===== config.mk =====
export PLATFORM = sky130hd
export DESIGN_NAME = acc_ctrl_seq
export DESIGN_NICKNAME = d
export VERILOG_FILES = /design/src/rtl/acc_ctrl_seq.sv
export SDC_FILE = /design/constraint.sdc
export NUM_CORES = 1
export LEC_CHECK = 0
export ABC_AREA = 1
export ABC_CLOCK_PERIOD_IN_PS = 2600
export CAP_MARGIN = 10
export CORE_AREA = 3 3 94 96
export CTS_CLUSTER_SIZE = 20
export DETAILED_ROUTE_END_ITERATION = 12
export DIE_AREA = 0 0 97 99
export PLACE_DENSITY = 0.74
export SLEW_MARGIN = 5
export SYNTH_ARGS = -nofsm -noshare
export SYNTH_HDL_FRONTEND = slang
export SYNTH_SLANG_ARGS = --single-unit

===== constraint.sdc =====
create_clock -name clk -period 2.6 [get_ports clk]
set_clock_uncertainty 0.15 [all_clocks]
set_input_delay 0.39 -clock clk [delete_from_list [all_inputs] [get_ports clk]]
set_output_delay 0.39 -clock clk [all_outputs]
set_load 0.05 [all_outputs]

===== src/rtl/acc_ctrl_seq.sv =====
// acc_ctrl_seq: multi-cycle fetch/decode/execute/writeback sequencer for the
// 8-bit accumulator processor. It owns the PC, instruction register,
// accumulator, a 4x8 register file and the z/c flag register, and drives the
// operands and opcode of an external combinational ALU.
//
// Ports:
//   clk, rst           rising-edge clock, asynchronous active-high reset
//   pc                 instruction memory address
//   instr_in/instr_vld instruction word for pc and its valid strobe
//   alu_a/alu_b        ALU operands (acc, R[rr]) latched in DECODE
//   alu_sel            ALU opcode latched in DECODE for ALU instructions
//   alu_res/alu_z/alu_c ALU result, registered zero flag, carry/borrow
//   acc, zf, cf        accumulator and latched flags
//   halted             set once HALT has executed
//   state              FSM state (FETCH=0, DECODE=1, EXECUTE=2, WRITEBACK=3)
module acc_ctrl_seq #(
  parameter int PC_W = 8
) (
  input  logic            clk,
  input  logic            rst,
  output logic [PC_W-1:0] pc,
  input  logic [7:0]      instr_in,
  input  logic            instr_vld,
  output logic [7:0]      alu_a,
  output logic [7:0]      alu_b,
  output logic [2:0]      alu_sel,
  input  logic [7:0]      alu_res,
  input  logic            alu_z,
  input  logic            alu_c,
  output logic [7:0]      acc,
  output logic            zf,
  output logic            cf,
  output logic            halted,
  output logic [1:0]      state
);

  typedef enum logic [1:0] {
    ST_FETCH     = 2'd0,
    ST_DECODE    = 2'd1,
    ST_EXECUTE   = 2'd2,
    ST_WRITEBACK = 2'd3
  } state_t;

  // Non-ALU opcodes (IR[7]=1), selected by IR[6:4]
  localparam logic [2:0] OP_MOV_RA = 3'd0;  // R[rr] <= acc
  localparam logic [2:0] OP_MOV_AR = 3'd1;  // acc <= R[rr]
  localparam logic [2:0] OP_LDI    = 3'd2;
  localparam logic [2:0] OP_JZ     = 3'd3;
  localparam logic [2:0] OP_JC     = 3'd4;
  localparam logic [2:0] OP_JMP    = 3'd5;
  localparam logic [2:0] OP_HALT   = 3'd7;

  localparam logic [PC_W-1:0] PC_ONE = 1;

  state_t          r_state;
  state_t          w_state_next;
  logic [PC_W-1:0] r_pc;
  logic [7:0]      r_ir;
  logic [7:0]      r_acc;
  logic            r_zf;
  logic            r_cf;
  logic            r_halted;
  logic [7:0]      r_alu_a;
  logic [7:0]      r_alu_b;
  logic [2:0]      r_alu_sel;
  logic [7:0]      r_rf [4];
  logic [3:0]      w_rf_we;

  logic            w_is_alu;
  logic [2:0]      w_op;
  logic [1:0]      w_rr;
  logic [PC_W-1:0] w_target;
  logic            w_exec_ctl;

  assign w_is_alu   = ~r_ir[7];
  assign w_op       = r_ir[6:4];
  assign w_rr       = r_ir[1:0];
  // Size cast zero-extends for wide PCs and truncates when PC_W < 4
  assign w_target   = PC_W'(r_ir[3:0]);
  assign w_exec_ctl = (r_state == ST_EXECUTE) && r_ir[7];

  // Register file: one write port, written only by MOV R[rr] <= acc
  for (genvar gi = 0; gi < 4; gi++) begin : g_rf
    assign w_rf_we[gi] = w_exec_ctl && (w_op == OP_MOV_RA) && (w_rr == 2'(gi));

    always_ff @(posedge clk or posedge rst) begin
      if (rst) begin
        r_rf[gi] <= '0;
      end else if (w_rf_we[gi]) begin
        r_rf[gi] <= r_acc;
      end
    end
  end

  // State register
  always_ff @(posedge clk or posedge rst) begin
    if (rst) begin
      r_state <= ST_FETCH;
    end else begin
      r_state <= w_state_next;
    end
  end

  // Next-state logic; HALT parks the FSM in EXECUTE until reset
  always_comb begin
    w_state_next = r_state;
    case (r_state)
      ST_FETCH:     if (instr_vld) w_state_next = ST_DECODE;
      ST_DECODE:    w_state_next = ST_EXECUTE;
      ST_EXECUTE: begin
        if (w_is_alu) begin
          w_state_next = ST_WRITEBACK;
        end else if (w_op != OP_HALT) begin
          w_state_next = ST_FETCH;
        end
      end
      ST_WRITEBACK: w_state_next = ST_FETCH;
      default:      w_state_next = ST_FETCH;
    endcase
  end

  // Datapath: pc, IR, acc, flags, ALU operand registers
  always_ff @(posedge clk or posedge rst) begin
    if (rst) begin
      r_pc      <= '0;
      r_ir      <= '0;
      r_acc     <= '0;
      r_zf      <= 1'b0;
      r_cf      <= 1'b0;
      r_halted  <= 1'b0;
      r_alu_a   <= '0;
      r_alu_b   <= '0;
      r_alu_sel <= '0;
    end else begin
      case (r_state)
        ST_FETCH: begin
          if (instr_vld) begin
            r_ir <= instr_in;
            r_pc <= r_pc + PC_ONE;
          end
        end
        ST_DECODE: begin
          r_alu_a <= r_acc;
          r_alu_b <= r_rf[w_rr];
          // Non-ALU ops leave the previous opcode on the ALU
          if (w_is_alu) r_alu_sel <= w_op;
        end
        ST_EXECUTE: begin
          if (!w_is_alu) begin
            case (w_op)
              OP_MOV_AR: r_acc <= r_rf[w_rr];
              OP_LDI:    r_acc <= {4'b0000, r_ir[3:0]};
              OP_JZ:     if (r_zf) r_pc <= w_target;
              OP_JC:     if (r_cf) r_pc <= w_target;
              OP_JMP:    r_pc <= w_target;
              OP_HALT:   r_halted <= 1'b1;
              default:   ;  // MOV R<-acc is the register file's job; NOP
            endcase
          end
        end
        ST_WRITEBACK: begin
          r_acc <= alu_res;
          // alu_z was registered by the ALU on the EXECUTE->WRITEBACK edge
          r_zf  <= alu_z;
          // Carry is only meaningful for ADD (000) and SUB (001)
          if (r_alu_sel == 3'b000 || r_alu_sel == 3'b001) r_cf <= alu_c;
        end
        default: ;
      endcase
    end
  end

  assign pc      = r_pc;
  assign alu_a   = r_alu_a;
  assign alu_b   = r_alu_b;
  assign alu_sel = r_alu_sel;
  assign acc     = r_acc;
  assign zf      = r_zf;
  assign cf      = r_cf;
  assign halted  = r_halted;
  assign state   = r_state;

endmodule


==> reports/metrics.yaml, run 1 <==
status:
  status: "completed"
placement:
  place_congestion: 0.8660
  dpl.hpwl_mm: 7.184
  io_buffers: 60
pwr:
  p_per_area_nw_per_um2: 1250
  p_leak_nw: 2.485
  ir_drop_mv: 0.7003
logic_synthesis:
  netlist_area_um2: 3872
  syn_avg_cell_area_um2: 7.578
  yosysSeqAreaShare_pct: 51.70
  synth_top_area_share_pct: 51.70
  ys_warn_count: 0
  ys_types: 26
  netlist_top_cells_area: "dfrtp_1, nand2_1, o21ai_1"
  yosysTopAreaCell: "dfrtp_1"
  postSynthRegisterBits: 80
  synthesis.nets: 533
  syn_inst: 511
clocking:
  cts_buffer_depth: 2
  root_buffer: "clkbuf_8"
  cts_buffers: 9
  htreeDepth: 3
  cts_hold_buf: 0
  cts_num_sinks: 80
  cts.clk_slew.worst_paths_ns: 0.08
  post_cts.repair.setup_buffers: 0
  insertion_delay_ns: 0.36
  cts_tree: "built"
  postCtsResizedCells: 0
worst_setup_path:
  worstPathMaxFanout: 7
  critical_path.top_delay_family: "buffers and inverters"
  crit_type: "reg -> out"
  r2r_start: "state[0]"
  critical_path_required_ns: 2.06
  crit_chain: "clkdlybuf4s50_1"
  cp-end-kind: "primary output"
  cp.arrival_ns: 1.77
  critPathLaunchType: "flop"
  r2r.worst_path.cells: 7
  r2r-end: "r_rf[1]"
  critPathBufInv: 1
  rrSetupSlack_ns: 0.59
  cpMaxStageDelayCell: "clkdlybuf4s50_1"
  critPathMaxStageDelay_ns: 0.88
timing:
  maxSlewViolCount: 0
  setup_tns_ns: 0
  finalHoldViolations: 0
  period_needed_ns: 2.313
  setup_viol: 0
  worst_slew_pin_slew_ns: 0.5155
  fmax_mhz: 432.4
  finalCritPeriodShare_pct: 88.95
  max_slew_margin_pct: 65.64
  grt_setup_unrepaired: "false"
  hold_slack_ns: 0.2942
die:
  die_x_um: 97
  start_util_pct: 47.61
  die_area_um2: 9603
  die_y_um: 99
  coreArea_um2: 8134
  rows: 33
  ios: 61
detailed_routing:
  drt_iter0_markers: 287
  vias_per_cell: 5.194
  wl_per_cell_um: 14.78
  ant_nets: 0
  via_count: 3558
  wirelength_mm: 10.12
  drc: 0
  first_pass_iters: 5
global_routing:
  grt_max_degree: 81
  grt_overflow: 0
  antenna_found_initial: 0
  grt_pass1_vias: 3403
  grt_pass1_wl_mm: 17.15
  grtUsageTotal_pct: 22.26
layout:
  syn_to_final_growth_pct: 23.97
  final_util_pct: 59.02
  ff_latch_area_um2: 2002
  final.fill_count: 737
  final_net_count: 597
  multi_input_area_um2: 1669
  layout-drive-gt1-share_pct: 7.069
  antennaDiodeCount: 0
min_path:
  min-delay-path-class: "in -> async"
run:
  cap_violations: 0
## sequential cells by signal, indices dropped and copies added, names as in the netlist
signal	cells
r_rf	32
acc	8
alu_a	8
alu_b	8
pc	8
r_ir	8
alu_sel	3
state	2
cf	1
halted	1
zf	1
## how the worst max path moves through the flow
stage	to	depth (start not counted)	slack, ns	startpoint
6_report	acc[2]	1	0.29	acc[2]
5_1_grt	acc[3]	1	0.22	acc[3]
4_1_cts	acc[3]	1	0.26	acc[3]
3_5_place_dp	r_rf[0]	7	0.62	state[0]
3_3_place_gp	r_rf[0]	7	0.64	state[0]
2_1_floorplan	acc[0]	1	0.008	rst
## metrics by stage
stage | std cells | total power (W) | area [µm²] | setup WS [ns]
after floorplan | 511 | 0.004051 | 3872 | 0.008264
after global placement | 669 | 0.005000 | 4584 | 0.6354
after detailed placement | 669 | 0.005038 | 4584 | 0.6156
after CTS | 685 | 0.006022 | 4801 | 0.2594
after global routing | 685 | 0.006417 | 4801 | 0.2169
final | 685 | 0.006000 | 4801 | 0.2874
## cell usage after synthesis
| cell | instances |
|---|---|
| ha_1 | 1 |
| nor2_1 | 27 |
| nand4_1 | 3 |
| nand2_2 | 3 |
| clkinv_1 | 1 |
| nand3b_1 | 1 |
| inv_2 | 1 |
| buf_2 | 8 |
| buf_4 | 1 |
| nand2_1 | 262 |
| clkbuf_1 | 3 |
| o21ai_0 | 26 |
| o21ai_2 | 3 |
| o21ai_1 | 27 |
| a31oi_1 | 8 |
| a21oi_1 | 2 |
| nor3_1 | 1 |
| or2_2 | 1 |
| nand3_1 | 13 |
| buf_6 | 3 |
| nand3_4 | 1 |
| nor2_4 | 6 |
| inv_1 | 27 |
| o21bai_1 | 1 |
| nor2_2 | 1 |
| dfrtp_1 | 80 |
## report_power, final
group | switching (W) | internal [W] | total (W)
sequential | 0.000426 | 0.00168 | 0.00211
clock | 0.000459 | 0.000522 | 0.000981
combinational | 0.00202 | 0.000897 | 0.00291
total | 0.00290 | 0.00310 | 0.00600
## cells by family after synthesis
kind of cell | count (synthesis) | share of synthesized area (%)
and+or+nand+nor | 319 | 33.51
DFF | 80 | 51.70
buffers and inverters | 44 | 5.202
AOI/OAI and AO/OA | 67 | 9.273
adders and majority gates | 1 | 0.3231
## routing by layer
metal | vias up | track usage [%] | wire (µm)
met4 | 0 | 8.099 | 152
met5 | - | 0 | 0
met1 | 1694 | 30.53 | 4448
met2 | 120 | 34.66 | 4853
met3 | 12 | 5.237 | 669
li1 | 1732 | - | -
## cells in the final DEF (no fill, tap or decap), types with 7 or more instances in the layout
master	instances
inv_1	26
dfrtp_1	80
buf_4	7
nand2_1	262
nand3_1	13
clkbuf_8	12
nor2_1	27
o21ai_0	26
o21ai_1	27
a31oi_1	8
clkdlybuf4s50_1	60
## cell type report
cell class	instances	share of cell area [%]
clock inverter	4	1.069
inverter	29	2.267
multi-input combinational	387	34.77
timing repair buffer	68	14.02
tap	105	2.737
clock buffer	12	3.440
sequential	80	41.70
No activity file was read; power rests on OpenSTA's default activity.
==> inputs of run 2 (changes only) <==
HOLD_SLACK_MARGIN = 0.05   (was not set)
==> results of run 2 <==
No change in the layout: final DEF, timing and power equal those of run 1.
==> inputs of run 3 (changes only) <==
CORE_AREA = 3 3 110 112   (was 3 3 94 96)
DIE_AREA = 0 0 113 115   (was 0 0 97 99)
PLACE_DENSITY = 0.59   (was 0.74)
==> run 3 against run 2 <==
Final area rose by 2.7%. Flip-flop and latch count did not move. Critical path type unchanged. Largest power group unchanged. Critical endpoint unchanged. Largest cell class unchanged. Via count fell by 2.5%. Count of clock-buffer cells in the layout fell by 2.
==> reports/metrics.yaml, run 3 (synthesis gave the netlist of run 1 again) <==
status:
  status: "completed"
placement:
  dpl.hpwl_mm: 7.674
  io_buffers: 60
  place_congestion: 0.8414
layout:
  layout_commonest_cell: "nand2_1"
  syn_to_final_growth_pct: 27.30
  regMostFlops: "r_rf"
  layout-drive-gt1-share_pct: 6.908
  antennaDiodeCount: 0
  final_net_count: 597
  mostFrequentLayoutCells: "nand2_1, dfrtp_1, clkdlybuf4s50_1, o21ai_1, nor2_1"
  largest_register_ffs: 32
clocking:
  root_buffer: "clkbuf_16"
  cts_hold_buf: 0
  cts_buffer_depth: 2
  cts_buffers: 9
  cts_num_sinks: 80
  htreeDepth: 3
  post_cts.repair.setup_buffers: 0
  cts_tree: "built"
  insertion_delay_ns: 0.33
  postCtsResizedCells: 0
  cts.clk_slew.worst_paths_ns: 0.06
worst_setup_path:
  critical_path.top_delay_family: "buffers and inverters"
  cp-end-kind: "primary output"
  critPathBufInv: 1
  crit_chain: "clkdlybuf4s50_1"
  worstPathMaxFanout: 7
  critical_path_required_ns: 2.06
  cpMaxStageDelayCell: "clkdlybuf4s50_1"
  rrSetupSlack_ns: 0.58
  critPathMaxStageDelay_ns: 0.86
  crit_type: "reg -> out"
  critPathLaunchType: "flop"
  cp.arrival_ns: 1.71
die:
  die_x_um: 113
  rows: 39
  die_y_um: 115
  die_area_um2: 13000
  start_util_pct: 34.21
  ios: 61
  coreArea_um2: 11320
global_routing:
  grt_pass1_vias: 3432
  grt_max_degree: 49
  antenna_found_initial: 0
  grt_pass1_wl_mm: 17.57
  grt_overflow: 0
  grtUsageTotal_pct: 17.36
timing:
  max_slew_margin_pct: 64.60
  setup_viol: 0
  worst_slew_pin_slew_ns: 0.5293
  grt_setup_unrepaired: "false"
  finalHoldViolations: 0
  period_needed_ns: 2.251
  setup_tns_ns: 0
  maxSlewViolCount: 0
  finalCritPeriodShare_pct: 86.58
  fmax_mhz: 444.2
  hold_slack_ns: 0.1540
detailed_routing:
  first_pass_iters: 4
  via_count: 3470
  wl_per_cell_um: 14.85
  vias_per_cell: 4.806
  drt_iter0_markers: 296
  wirelength_mm: 10.72
  ant_nets: 0
  drc: 0
min_path:
  min-delay-path-class: "in -> async"
pwr:
  p_per_area_nw_per_um2: 1275
  ir_drop_mv: 0.5165
  p_leak_nw: 2.512
run:
  cap_violations: 0
## run 3: cell count changes in the layout (fill, tap and decap cells not counted), sizes merged
cell,previous run,this run
clkinvlp,1,3
inv,28,27
clkbuf,12,10
## run 3: metrics by stage
stage / std cells / cell area, µm² / total power [W] / worst slack [ns] / util [%]
after floorplan: 511 / 3872 / 0.004051 / 0.008264 / -
after global placement: 707 / 4633 / 0.005027 / 0.6356 / 40.93
after detailed placement: 707 / 4633 / 0.005057 / 0.6094 / 40.93
after CTS: 722 / 4930 / 0.006345 / 0.3259 / 43.55
after global routing: 722 / 4930 / 0.006725 / 0.2843 / 43.55
final: 722 / 4930 / 0.006283 / 0.3490 / 43.55
## run 3: area by class of cell
cell class | count | area (µm²)
clock inverter | 5 | 57.56
sequential | 80 | 2002
multi-input combinational | 387 | 1669
fill | 1183 | 6391
inverter | 29 | 110.1
tap | 143 | 178.9
clock buffer | 10 | 239.0
timing repair buffer | 68 | 673.1
## run 3: worst reg2reg max path, stage by stage (launching register included)
cell     delay (ns)
dfrtp_1        0.41
inv_1          0.11
nand2_2        0.19
nor2_4         0.18
nand3_4        0.32
buf_4          0.33
o21ai_1        0.15
nand2_1        0.08
## run 3: power breakdown
part	total [W]	switching (W)	internal (W)
clock	0.00126	0.000501	0.000762
sequential	0.00210	0.000422	0.00168
combinational	0.00291	0.00203	0.000883
## run 3: worst paths after layout
| kind | from | to | cells after the start |
|---|---|---|---|
| max in group asynchronous | rst | alu_sel[2] | 3 |
| min | rst | alu_b[5] | 2 |
| min reg2reg | halted | halted | 2 |
| max | acc[2] | acc[2] | 1 |
| max reg2reg | state[0] | r_rf[30] | 7 |
| min in group clk | halted | halted | 2 |
## run 3: routing by layer
layer	share of wire (%)	global-route usage, %	vias up
met4	1.3	6.090	0
li1	-	-	1741
met1	46	22.94	1640
met3	5.3	4.368	9
met5	0	0	-
met2	47	27.88	80
